## src/rtl/round_pkg.sv

```systemverilog
// Shared constants for the round controller and the countdown timer.
// Phase encoding is visible on the phase output port.
package round_pkg;

    localparam logic [2:0] PH_IDLE    = 3'd0;
    localparam logic [2:0] PH_LEAD_IN = 3'd1;
    localparam logic [2:0] PH_PLAY    = 3'd2;
    localparam logic [2:0] PH_HOLD    = 3'd3;
    localparam logic [2:0] PH_OVER    = 3'd4;

    localparam int ROUND_TIME  = 20;
    localparam int SCORE_W_DEF = 8;

    function automatic int score_max(input int w);
        return (1 << w) - 1;
    endfunction

    localparam int SCORE_MAX = score_max(SCORE_W_DEF);

endpackage

```

## src/rtl/round_controller_rise_detect.sv

```systemverilog
// Registered rising-edge detector with synchronous reset.
// rise is combinational from d and the registered copy q.
module rise_detect (
    input  logic timer_clk,
    input  logic rst,
    input  logic d,
    output logic q,
    output logic rise
);

    always_ff @(posedge timer_clk) begin
        if (rst) q <= 1'b0;
        else     q <= d;
    end

    assign rise = d & ~q;

endmodule

```

## src/rtl/round_controller.sv

```systemverilog
// Multi-round game sequencer: holds/releases the countdown timer,
// tracks rounds, accumulates a saturating time-bonus score.
module round_controller
    import round_pkg::*;
#(
    parameter int ROUND_TIME  = round_pkg::ROUND_TIME,
    parameter int NUM_ROUNDS  = 5,
    parameter int LEAD_IN     = 3,
    parameter int HOLD_CYCLES = 2,
    parameter int WARN_THRESH = 5,
    parameter int SCORE_W     = SCORE_W_DEF
) (
    input  logic               timer_clk,
    input  logic               rst,
    input  logic               start,
    input  logic               solved,
    input  logic [5:0]         time_remaining,
    input  logic               game_end,
    output logic               timer_rst,
    output logic [2:0]         phase,
    output logic [1:0]         lead_count,
    output logic [3:0]         round_num,
    output logic [SCORE_W-1:0] score,
    output logic               warn,
    output logic               done
);

    localparam logic [1:0]         LEAD_CNT = 2'(LEAD_IN);
    localparam logic [2:0]         HOLD_CNT = 3'(HOLD_CYCLES);
    localparam logic [3:0]         LAST_RND = 4'(NUM_ROUNDS);
    localparam logic [5:0]         WARN_LVL = 6'(WARN_THRESH);
    localparam logic [SCORE_W-1:0] SAT      = SCORE_W'(score_max(SCORE_W));

    logic               start_q;
    logic               start_rise;
    logic [2:0]         hold_cnt;
    logic [SCORE_W:0]   sum;
    logic [SCORE_W-1:0] sum_sat;
    logic               low_time;

    rise_detect u_rise (
        .timer_clk (timer_clk),
        .rst       (rst),
        .d         (start),
        .q         (start_q),
        .rise      (start_rise)
    );

    // One extra bit catches the carry so the add can clamp instead of wrap
    assign sum      = {1'b0, score} + (SCORE_W+1)'(time_remaining);
    assign sum_sat  = sum[SCORE_W] ? SAT : sum[SCORE_W-1:0];
    assign low_time = (time_remaining != 6'd0)
                    && (time_remaining <= WARN_LVL);

    always_ff @(posedge timer_clk) begin
        if (rst) begin
            phase      <= PH_IDLE;
            timer_rst  <= 1'b1;
            round_num  <= 4'd0;
            score      <= '0;
            lead_count <= 2'd0;
            hold_cnt   <= 3'd0;
            warn       <= 1'b0;
            done       <= 1'b0;
        end else begin
            warn <= 1'b0;
            unique case (phase)
                PH_IDLE, PH_OVER: begin
                    timer_rst <= 1'b1;
                    if (start_rise) begin
                        phase      <= PH_LEAD_IN;
                        lead_count <= LEAD_CNT;
                        round_num  <= 4'd1;
                        score      <= '0;
                        done       <= 1'b0;
                    end
                end
                PH_LEAD_IN: begin
                    if (lead_count == 2'd1) begin
                        phase      <= PH_PLAY;
                        lead_count <= 2'd0;
                        timer_rst  <= 1'b0;
                    end else begin
                        lead_count <= lead_count - 2'd1;
                    end
                end
                PH_PLAY: begin
                    // Expiry wins over a late answer in the same cycle
                    if (game_end || solved) begin
                        if (!game_end) score <= sum_sat;
                        phase     <= PH_HOLD;
                        timer_rst <= 1'b1;
                        hold_cnt  <= HOLD_CNT;
                    end else begin
                        warn <= low_time;
                    end
                end
                PH_HOLD: begin
                    if (hold_cnt == 3'd1) begin
                        if (round_num == LAST_RND) begin
                            phase <= PH_OVER;
                            done  <= 1'b1;
                        end else begin
                            round_num  <= round_num + 4'd1;
                            phase      <= PH_LEAD_IN;
                            lead_count <= LEAD_CNT;
                        end
                    end else begin
                        hold_cnt <= hold_cnt - 3'd1;
                    end
                end
                default: begin
                    phase     <= PH_IDLE;
                    timer_rst <= 1'b1;
                end
            endcase
        end
    end

    a_time_bound: assert property (
        @(posedge timer_clk) disable iff (rst)
        (phase != PH_PLAY) || (time_remaining <= 6'(ROUND_TIME))
    );

endmodule

```

## config.mk

```make
export PLATFORM = sky130hd
export DESIGN_NAME = round_controller
export DESIGN_NICKNAME = d
export VERILOG_FILES = /design/src/rtl/round_pkg.sv /design/src/rtl/round_controller_rise_detect.sv /design/src/rtl/round_controller.sv
export SDC_FILE = /design/constraint.sdc
export NUM_CORES = 1
export LEC_CHECK = 0
export ABC_AREA = 1
export BUFFER_PORTS_ARGS = -buffer_cell sky130_fd_sc_hd__buf_2
export CAP_MARGIN = 25
export CORE_ASPECT_RATIO = 0.8
export CORE_MARGIN = 2
export CORE_UTILIZATION = 27
export CTS_BUF_LIST = sky130_fd_sc_hd__clkbuf_4
export CTS_CLUSTER_DIAMETER = 30
export CTS_CLUSTER_SIZE = 25
export DETAILED_ROUTE_END_ITERATION = 16
export GPL_ROUTABILITY_DRIVEN = 0
export PLACE_DENSITY_LB_ADDON = 0.1
export SKIP_CTS_REPAIR_TIMING = 1
export SYNTH_ARGS = -nofsm -noshare
export SYNTH_HDL_FRONTEND = slang
export SYNTH_SLANG_ARGS = --single-unit
```

## constraint.sdc

```tcl
create_clock -name timer_clk -period 2.2 [get_ports timer_clk]
set_input_delay 0.44 -clock timer_clk [delete_from_list [all_inputs] [get_ports timer_clk]]
set_output_delay 0.44 -clock timer_clk [all_outputs]
set_load 0.05 [all_outputs]
```

Word-level counts from Yosys, hierarchy flattened
Index checks and enable logic that the tools add are counted.

operators by class
  $add $sub $neg = 4
  order comparisons = 1
  eq/ne operators = 15
  muxes and demuxes = 30
  bitwise operators = 4
  reductions and logical operators = 17

operators with widths
  cell                                                                    number
  8-bit 2-to-1 mux                                                        4
  3-bit 2-to-1 mux                                                        7
  4-bit AND reduction                                                     5
  2-bit != test (second input constant)                                   8
  8-bit case mux with 2 select lines                                      1
  4-bit 2-to-1 mux                                                        3
  3-bit case mux with 4 select lines                                      1
  8-bit by 6-bit adder with 9-bit output                                  1
  2-bit 2-to-1 mux                                                        4
  4-bit case mux with 2 select lines                                      1
  3-bit by 1-bit equality test with 1-bit output (second input constant)  2
  3-bit by 2-bit equality test with 1-bit output (second input constant)  2
  6-bit by 3-bit <= comparator with 1-bit output (second input constant)  1
  2-bit case mux with 3 select lines                                      1
  3-bit case mux with 2 select lines                                      1
  3-bit AND reduction                                                     2
  2-bit nonzero test                                                      3
  6-bit nonzero test                                                      1
  1-bit 2-to-1 mux                                                        5
  4-bit by 1-bit adder with 4-bit output (second input constant)          1
  4-bit by 3-bit equality test with 1-bit output (second input constant)  1
  3-bit equality test (second input constant)                             1
  3-bit zero test                                                         1
  1-bit NOT                                                               3
  other kinds (11)                                                        11

word-level totals
  register bits after elaboration = 24
  input bits = 11
  logic and storage cells = 80

Logic depth before layout (Yosys ltp)
Gate-level depths: netlist of run 1.

  depth after elaboration = 5
  gate-level depth with buffers = 10
  gate-level depth less buffers = 10

Cells and area by module
From an unflattened synthesis of run 1, not the netlist that was laid out.

unflattened totals
  cell total of the unflattened synthesis = 216
  area total of the unflattened synthesis = 1501.4 µm²

by module, submodules not included
  module            instances  cells an instance  area each (µm²)  sequential area each (µm²)
  round_controller  1          212                1470.2           460.4
  rise_detect       1          4                  31.3             20.0

Least setup slack after synthesis of run 1
OpenSTA, ideal clock, no wires.

  path type = register to register
  start = register score[0]
  end = register score[7]
  arrival = 1.864 ns
  slack = 0.200 ns
  cell stages (with the launch flop) = 9
  path buffers = 0
  path through = dfxtp_1 -> ha_1 -> fa_1 -> nand3_1 -> nand2_1 -> a21oi_1 -> nand3_1 -> nand2_1 -> a21oi_2

on the way
  cells in the longest elaborated chain, start to end = 5

ends and longest elaborated chain
  element                                 line                    text
  start: declaration                      round_controller.sv:23  output logic [SCORE_W-1:0] score,
  start signal: assignment                round_controller.sv:90  if (!game_end) score <= sum_sat;
  8-bit by 6-bit adder with 9-bit output  round_controller.sv:50  assign sum = {1'b0, score} + (SCORE_W+1)'(time_remaining);
  8-bit 2-to-1 mux                        round_controller.sv:51  assign sum_sat = sum[SCORE_W] ? SAT : sum[SCORE_W-1:0];
  8-bit 2-to-1 mux                        round_controller.sv:90
  8-bit 2-to-1 mux                        round_controller.sv:89  if (game_end || solved) begin
  8-bit case mux with 2 select lines      round_controller.sv:67  unique case (phase)

No other way between the ends. The select of a mux whose other input is x is not followed.
A chain may end at the register's enable or synchronous reset.

Final worst setup path of run 1
  start = register score[0]
  end = register score[3]

The elaborated chain is that of the path after synthesis.

==> results.yml, run 1 <==
status:
  status: "finished, final reports clean"
die:
  die_h_um: 72.18
  num_rows: 24
  coreArea_sq_um: 5525
  die-area_sq_um: 6441
  ioPinCount: 31
  die_w_um: 89.23
  initial_core_util: 0.2840
grt:
  grt.busiest_layer: "met1"
  grt_pass1_vias: 1330
  grt_pass1_wl_um: 6451
  grt_use_met1: 0.2035
  met3_usage: 0.03185
  grtUsageTotal: 0.1292
  grt_util_met2: 0.1794
  antenna_found_initial: 0
  grt-ovfl-total: 0
  grt_max_degree: 19
synthesis:
  async_flop_share: 0
  ys.flop_type: "dfxtp_1"
  synth_area_sq_um: 1569
  yosysSeqAreaShare: 0.3062
  ys_types: 31
  ys_ff_latch: 24
  avgSynthCellArea_sq_um: 6.973
  synthesis.nets: 248
  synth_edf_count: 0
  synthesis.instances: 225
  yosysWarningCount: 0
sta:
  min_period_ps: 1788
  finalHoldViolCount: 0
  final-setup-viol-count: 0
  timing.hold.ws_ps: 344.3
  skew_ps: 3.875
  relSlewSlack: 0.6878
  rsz0062_at_grt: "false"
  slew_viol_final: 0
  setup_tns_ps: 0
  post-route-period-util: 0.8129
  worst_pin_slew_ps: 468.4
  max_freq_mhz: 559.2
cts:
  clock_latency_ps: 320
  root_buffer: "clkbuf_4"
  htree_levels: 1
  cts_made_buffers: 3
  tritoncts: "yes"
  clk_path_buf_depth: 2
  path_clk_slew_ps: 140
  clock_sinks: 24
worst_setup_path:
  cp-end-kind: "flip-flop"
  arrival_ps: 2010
  crit_type: "flip-flop to flip-flop"
  max_stage_delay_ps: 410
  cp_slowest_cell: "fa_1"
  required_ps: 2420
  cp_common_cell: "nor2_1"
  path_delay_family: "adder cells"
  crit_fanout: 3
  critPathBufInv: 1
  crit_chain: "ha_1 > fa_1 > nand3_1 > nand2_1 > buf_4 > nand2_1 > o21ai_0 > nor2_1 > nor2_1 > nor2_1 > nor2_1"
  start_kind: "flip-flop"
route:
  wl_per_cell_um: 11.34
  drc: 0
  dr.pass1.iters: 4
  avgViaCountPerCell: 4.322
  first_iter_violations: 69
  ant_nets: 0
  num_vias: 1461
  wirelength_um: 3833
placement:
  dp_hpwl_um: 2959
  placed_area_sq_um: 1832
  portBuffers: 30
final_layout:
  seqCellArea_sq_um: 480.5
  diodes: 0
  nFillCells: 640
  syn_to_final_growth_pct: 18.42
  multi_input_area_sq_um: 979.7
  nets: 284
  final_area_sq_um: 1858
  drive_gt1_frac: 0.2269
power_and_ir_drop:
  power_mw: 1.775
  p_leak_nw: 0.8843
  ir_worst_vdd_uv: 574.3
  p_per_area_nw_per_um2: 955.4
job:
  maxCapViolations: 0
worst_hold_path:
  hp-class: "input port to flip-flop"
## final timing paths
path / from / endpoint / slack [ps] / cells past startpoint
worst min-delay path: start / u_rise.q / 340 / 3
worst max register to register: score[0] / score[3] / 410 / 11
worst max-delay path: score[0] / score[3] / 410 / 11
worst min register to register: done / done / 480 / 2
## cell families (layout without fill, tap and decap cells)
| group | count (synthesis) | in the layout | synth area share |
|---|---|---|---|
| fa+ha+maj | 12 | 12 | 0.1005 |
| simple gates | 117 | 117 | 0.3389 |
| xor+xnor | 3 | 3 | 0.01675 |
| compound gates | 40 | 40 | 0.1683 |
| buf+inv | 29 | 64 | 0.06938 |
| flops | 24 | 24 | 0.3062 |
## report_power, final
part | internal, mW | total [mW] | switching, mW
combinational | 0.278 | 0.998 | 0.720
clock | 0.0665 | 0.209 | 0.142
sequential | 0.504 | 0.569 | 0.0648
total | 0.849 | 1.78 | 0.926
## worst register-to-register path, cell delays in order (launching register included)
cell	delay (ps)
dfxtp_1	360
ha_1	210
fa_1	410
nand3_1	100
nand2_1	70
buf_4	150
nand2_1	40
o21ai_0	70
nor2_1	90
nor2_1	40
nor2_1	90
nor2_1	40
## cells in the mapped netlist (2+ instances only)
master | count | area share
nand2_1 | 60 | 0.14
nor2_1 | 28 | 0.067
dfxtp_1 | 24 | 0.31
inv_1 | 22 | 0.053
a21oi_1 | 16 | 0.051
nand3_1 | 14 | 0.045
ha_1 | 11 | 0.088
a21oi_2 | 7 | 0.039
o21ai_0 | 7 | 0.022
inv_2 | 4 | 0.0096
o21ai_1 | 3 | 0.0096
clkbuf_1 | 2 | 0.0048
nand2_4 | 2 | 0.014
nand3b_1 | 2 | 0.0096
nor2_2 | 2 | 0.0080
nor2_8 | 2 | 0.026
nor3_1 | 2 | 0.0064
o21ai_2 | 2 | 0.011
o21ai_4 | 2 | 0.021
xnor2_1 | 2 | 0.011
## metrics by stage
stage	cells	setup slack [ps]	utilization
floorplan	225	199.7	-
global placement	334	221.5	0.3315
detailed placement	334	184.3	0.3315
CTS	338	395.2	0.3363
global route	338	253.2	0.3363
finish	338	411.7	0.3363
## sequential cells by signal (all words and copies together) (netlist names)
signal,flops
score,8
done,1
lead_count,2
round_num,4
timer_rst,1
u_rise.q,1
hold_cnt,3
phase,3
warn,1
## placed cells by master (no fill, tap or decap), drive strengths merged
cell,synthesis,layout
nand2,63,63
buf,0,33
nor2,32,32
inv,26,26
dfxtp,24,24
a21oi,23,23
nand3,14,14
o21ai,14,14
ha,11,11
clkbuf,2,3
xnor2,2,2
nand3b,2,2
nor3,2,2
clkinv,1,2
xor2,1,1
nand4,1,1
a21boi,1,1
or2,1,1
o211ai,1,1
a211oi,1,1
nor4,1,1
or3,1,1
fa,1,1
## per-layer routing
metal	vias to the layer above	wire length, um
met2	26	1482
li1	799	-
met5	-	0
met1	634	2140
met4	0	19
met3	2	191
## layout make-up
class | instances | area share
Inverter | 27 | 0.05455
Tap cell | 78 | 0.05253
Multi-Input combinational cell | 172 | 0.5273
Timing Repair Buffer | 33 | 0.09293
Sequential cell | 24 | 0.2586
Clock inverter | 1 | 0.002020
Clock buffer | 3 | 0.01212
Power figures use the tool's default switching activity.
==> run 2: changes to the inputs <==
==> constraint.sdc (replaced) <==
create_clock -name timer_clk -period 1.82 [get_ports timer_clk]
set_input_delay 0.364 -clock timer_clk [delete_from_list [all_inputs] [get_ports timer_clk]]
set_output_delay 0.364 -clock timer_clk [all_outputs]
set_load 0.05 [all_outputs]
==> run 2 against run 1 <==
Total power is 21% higher. Fmax is 5.2% higher. First-iteration DRC count is 19% lower. Clock power is 19% higher. Clock-buffer cell count stayed put. Hold slack worse by 51 ps. Wire length is 1.9% higher. Sequential share of layout area is 0.79 points lower. Die area stayed put. Final area is 3.7% higher. Largest cell class unchanged.
==> results.yml, run 2 (synthesis results as in run 1) <==
sta:
  max_freq_mhz: 588.1
  min_period_ps: 1700
  worst_pin_slew_ps: 357.3
  finalHoldViolCount: 0
  final-setup-viol-count: 0
  skew_ps: 1.844
  post-route-period-util: 0.9342
  slew_viol_final: 0
  relSlewSlack: 0.7596
  setup_tns_ps: 0
grt:
  met3_usage: 0.03299
  grt_pass1_vias: 1450
  grt_util_met2: 0.1868
  grt_pass1_wl_um: 6775
  grt.busiest_layer: "met1"
  grtUsageTotal: 0.1321
  grt_max_degree: 14
  antenna_found_initial: 0
  grt-ovfl-total: 0
  grt_use_met1: 0.2070
placement:
  placed_area_sq_um: 1891
  dp_hpwl_um: 3138
  portBuffers: 30
route:
  first_iter_violations: 56
  ant_nets: 0
  dr.pass1.iters: 4
  wl_per_cell_um: 11.32
  avgViaCountPerCell: 4.377
  num_vias: 1510
  drc: 0
  wirelength_um: 3904
worst_setup_path:
  start_kind: "flip-flop"
  arrival_ps: 1920
  required_ps: 2040
  crit_type: "flip-flop to flip-flop"
  cp-end-kind: "flip-flop"
  crit_fanout: 4
die:
  ioPinCount: 31
  coreArea_sq_um: 5525
  die-area_sq_um: 6441
  num_rows: 24
  die_w_um: 89.23
  initial_core_util: 0.2840
  die_h_um: 72.18
cts:
  htree_levels: 1
  clock_sinks: 24
  clock_latency_ps: 320
  clk_path_buf_depth: 2
  cts_made_buffers: 3
  path_clk_slew_ps: 140
  root_buffer: "clkbuf_4"
  tritoncts: "yes"
final_layout:
  diodes: 0
  nets: 291
  reg_top3: "score (8), round_num (4)"
  drive_gt1_frac: 0.2697
  seqCellArea_sq_um: 483.0
  syn_to_final_growth_pct: 22.81
  most-common-layout-cells: "59 x nand2_1, 30 x buf_2, 28 x nor2_1, 22 x inv_1, 22 x dfxtp_1"
  largest_register_ff_count: 8
  top_register: "score"
  multi_input_area_sq_um: 993.5
  layout_commonest_cell: "nand2_1"
  nFillCells: 637
  final_area_sq_um: 1927
worst_hold_path:
  hp-class: "input port to flip-flop"
power_and_ir_drop:
  ir_worst_vdd_uv: 693.4
  p_leak_nw: 0.9181
  p_per_area_nw_per_um2: 1117
job:
  maxCapViolations: 0
status:
  status: "finished, final reports clean"
==> run 2: cell types whose count changed in the layout (fill, tap and decap cells not counted), sizes merged <==
cell  before  now
buf       33   40
==> run 2: path summary, 6_finish.rpt <==
check	startpoint	end	slack, ps	cells after the start
max	score[0]	score[5]	120	9
min	start	u_rise.q	290	3
max reg2reg	score[0]	score[5]	120	9
min reg2reg	done	done	470	2
==> run 2: per-stage QoR <==
step | utilization | worst slack [ps] | power (mW) | hold slack [ps] | std cells
after CTS | 0.3469 | 37.97 | 2.174 | 291.8 | 345
after detailed placement | 0.3422 | -88.44 | 1.916 | 459.2 | 341
after global routing | 0.3487 | -6.928 | 2.358 | 280.1 | 345
after global placement | 0.3422 | -57.44 | 1.929 | 456.3 | 341
after floorplan | - | 19.72 | 1.656 | 456.2 | 225
final | 0.3487 | 119.7 | 2.152 | 293.4 | 345
==> run 2: cell type report <==
cell class	instances	share of cell area
Clock buffer	3	0.01169
Clock inverter	1	0.001948
Inverter	27	0.05260
Multi-Input combinational cell	172	0.5156
Sequential cell	24	0.2506
Tap cell	78	0.05065
Timing Repair Buffer	40	0.1169
==> run 2: where the power goes <==
| part | switching (mW) | internal [mW] | leakage, nW |
|---|---|---|---|
| clock | 0.168 | 0.0803 | 0.0154 |
| sequential | 0.0765 | 0.610 | 0.196 |
| combinational | 0.872 | 0.346 | 0.706 |
| total | 1.12 | 1.04 | 0.918 |
==> run 2: worst max-delay path: stages, from the launching register on <==
cell and delay [ps]:
dfxtp_2 350, ha_1 210, fa_2 370, nand3_2 90, nand2_2 80, a21oi_2 170
buf_4 140, nand3_1 60, nand2_1 80, a21oi_2 50
==> run 2: per-layer routing <==
metal	part of all wire	up-vias
met5	0	-
met1	0.55	677
met3	0.036	2
met4	0.0044	0
li1	-	812
met2	0.41	19
==> run 3: changes to the inputs <==
--- a/config.mk
+++ b/config.mk
@@ -17,6 +17,7 @@
 export DETAILED_ROUTE_END_ITERATION = 16
 export GPL_ROUTABILITY_DRIVEN = 0
 export PLACE_DENSITY_LB_ADDON = 0.1
+export RECOVER_POWER = 100
 export SKIP_CTS_REPAIR_TIMING = 1
 export SYNTH_ARGS = -nofsm -noshare
 export SYNTH_HDL_FRONTEND = slang
==> run 3 against run 2 <==
Wire length shrank 0.28%. Via count grew 0.13%. Combinational power is essentially flat. Worst setup slack lost 3.1 ps. Sequential share of layout area grew 0.31 points. Highest routed layer unchanged.
==> results.yml, run 3 (synthesis results as in run 1) <==
cts:
  root_buffer: "clkbuf_4"
  cts_made_buffers: 3
  clock_latency_ps: 320
  tritoncts: "yes"
  clock_sinks: 24
  clk_path_buf_depth: 2
  htree_levels: 1
  path_clk_slew_ps: 140
placement:
  portBuffers: 30
  dp_hpwl_um: 3138
worst_hold_path:
  hp-class: "input port to flip-flop"
worst_setup_path:
  cp_slowest_cell: "fa_2"
  required_ps: 2040
  start_kind: "flip-flop"
  crit_chain: "ha_1 > fa_2 > nand3_2 > nand2_2 > a21oi_2 > buf_4 > nand3_1 > nand2_1 > a21oi_2"
  max_stage_delay_ps: 370
  critPathBufInv: 1
  cp-end-kind: "flip-flop"
  path_delay_family: "adder cells"
  crit_fanout: 4
  cp_common_cell: "a21oi_2"
  crit_type: "flip-flop to flip-flop"
  arrival_ps: 1930
route:
  drc: 0
  ant_nets: 0
  num_vias: 1512
  first_iter_violations: 61
  avgViaCountPerCell: 4.383
  dr.pass1.iters: 5
  wl_per_cell_um: 11.28
  wirelength_um: 3893
power_and_ir_drop:
  intPower_mw: 1.016
  p_leak_nw: 0.8445
  ir_worst_vdd_uv: 683.8
  p_switching_mw: 1.110
  comb_power_share: 0.560
  p_clk_frac: 0.117
  power_mw: 2.127
  p_per_area_nw_per_um2: 1118
  seqPwrFrac: 0.323
  swShare: 0.5221
grt:
  grt_max_degree: 14
  grtUsageTotal: 0.1321
  grt_pass1_wl_um: 6775
  antenna_found_initial: 0
  grt-ovfl-total: 0
  grt_pass1_vias: 1450
status:
  status: "finished, final reports clean"
die:
  coreArea_sq_um: 5525
  num_rows: 24
  die_h_um: 72.18
  initial_core_util: 0.2840
  ioPinCount: 31
  die_w_um: 89.23
  die-area_sq_um: 6441
final_layout:
  top_register: "score"
  most-common-layout-cells: "59 x nand2_1, 29 x nor2_1, 22 x inv_1, 22 x dfxtp_1, 17 x clkbuf_1"
  diodes: 0
  layout_commonest_cell: "nand2_1"
  seqCellArea_sq_um: 483.0
  drive_gt1_frac: 0.1985
  largest_register_ff_count: 8
  nets: 291
  multi_input_area_sq_um: 991.0
  syn_to_final_growth_pct: 21.29
  reg_top3: "score (8), round_num (4)"
  nFillCells: 653
sta:
  relSlewSlack: 0.5978
  skew_ps: 3.369
  worst_pin_slew_ps: 606.0
  setup_tns_ps: 0
  post-route-period-util: 0.9359
  final-setup-viol-count: 0
  max_freq_mhz: 587.1
  slew_viol_final: 0
  finalHoldViolCount: 0
  min_period_ps: 1703
job:
  maxCapViolations: 0
==> run 3: layout make-up <==
cell class,instances,share of cell area
Sequential cell,24,0.2538
Inverter,27,0.05325
Multi-Input combinational cell,172,0.5207
Tap cell,78,0.05128
Clock buffer,3,0.01183
Clock inverter,1,0.001972
Timing Repair Buffer,40,0.1072
==> run 3: worst reg2reg max path: stages (launching register included) <==
cell and delay, ps:
dfxtp_2 360, ha_1 210, fa_2 370, nand3_2 90, nand2_2 80, a21oi_2 170, buf_4 140, nand3_1 60
nand2_1 80, a21oi_2 50
==> run 3: per-layer routing <==
metal | GRT usage | wire (um)
met1 | 0.2070 | 2128
met2 | 0.1868 | 1591
met3 | 0.03299 | 155
met4 | 0.01493 | 17
met5 | 0 | 0
==> run 3: power by group through the flow <==
stage / sequential, mW / combinational (mW) / clock, mW
global route: 0.706 / 1.34 / 0.284
floorplan: 0.925 / 0.732 / 0
detailed placement: 0.699 / 1.22 / 0
finish: 0.687 / 1.19 / 0.249
CTS: 0.687 / 1.22 / 0.263
global placement: 0.701 / 1.23 / 0
==> run 3: worst paths after layout <==
| check | startpoint | endpoint | slack, ps | cells after the start |
|---|---|---|---|---|
| setup / recovery | score[0] | score[5] | 120 | 9 |
| hold / removal | start | u_rise.q | 290 | 3 |
| setup reg to reg | score[0] | score[5] | 120 | 9 |
| hold reg to reg | done | done | 470 | 2 |
==> run 3: per-stage QoR <==
| stage | worst slack [ps] | utilization | std cells | instance area, sq um | hold WS [ps] |
|---|---|---|---|---|---|
| finish | 116.6 | 0.3444 | 345 | 1903 | 290.5 |
| global route | -8.450 | 0.3444 | 345 | 1903 | 280.1 |
| CTS | 37.97 | 0.3469 | 345 | 1917 | 291.8 |
| detailed placement | -88.44 | 0.3422 | 341 | 1891 | 459.2 |
| global placement | -57.44 | 0.3422 | 341 | 1891 | 456.3 |
| floorplan | 19.72 | - | 225 | 1575 | 456.2 |
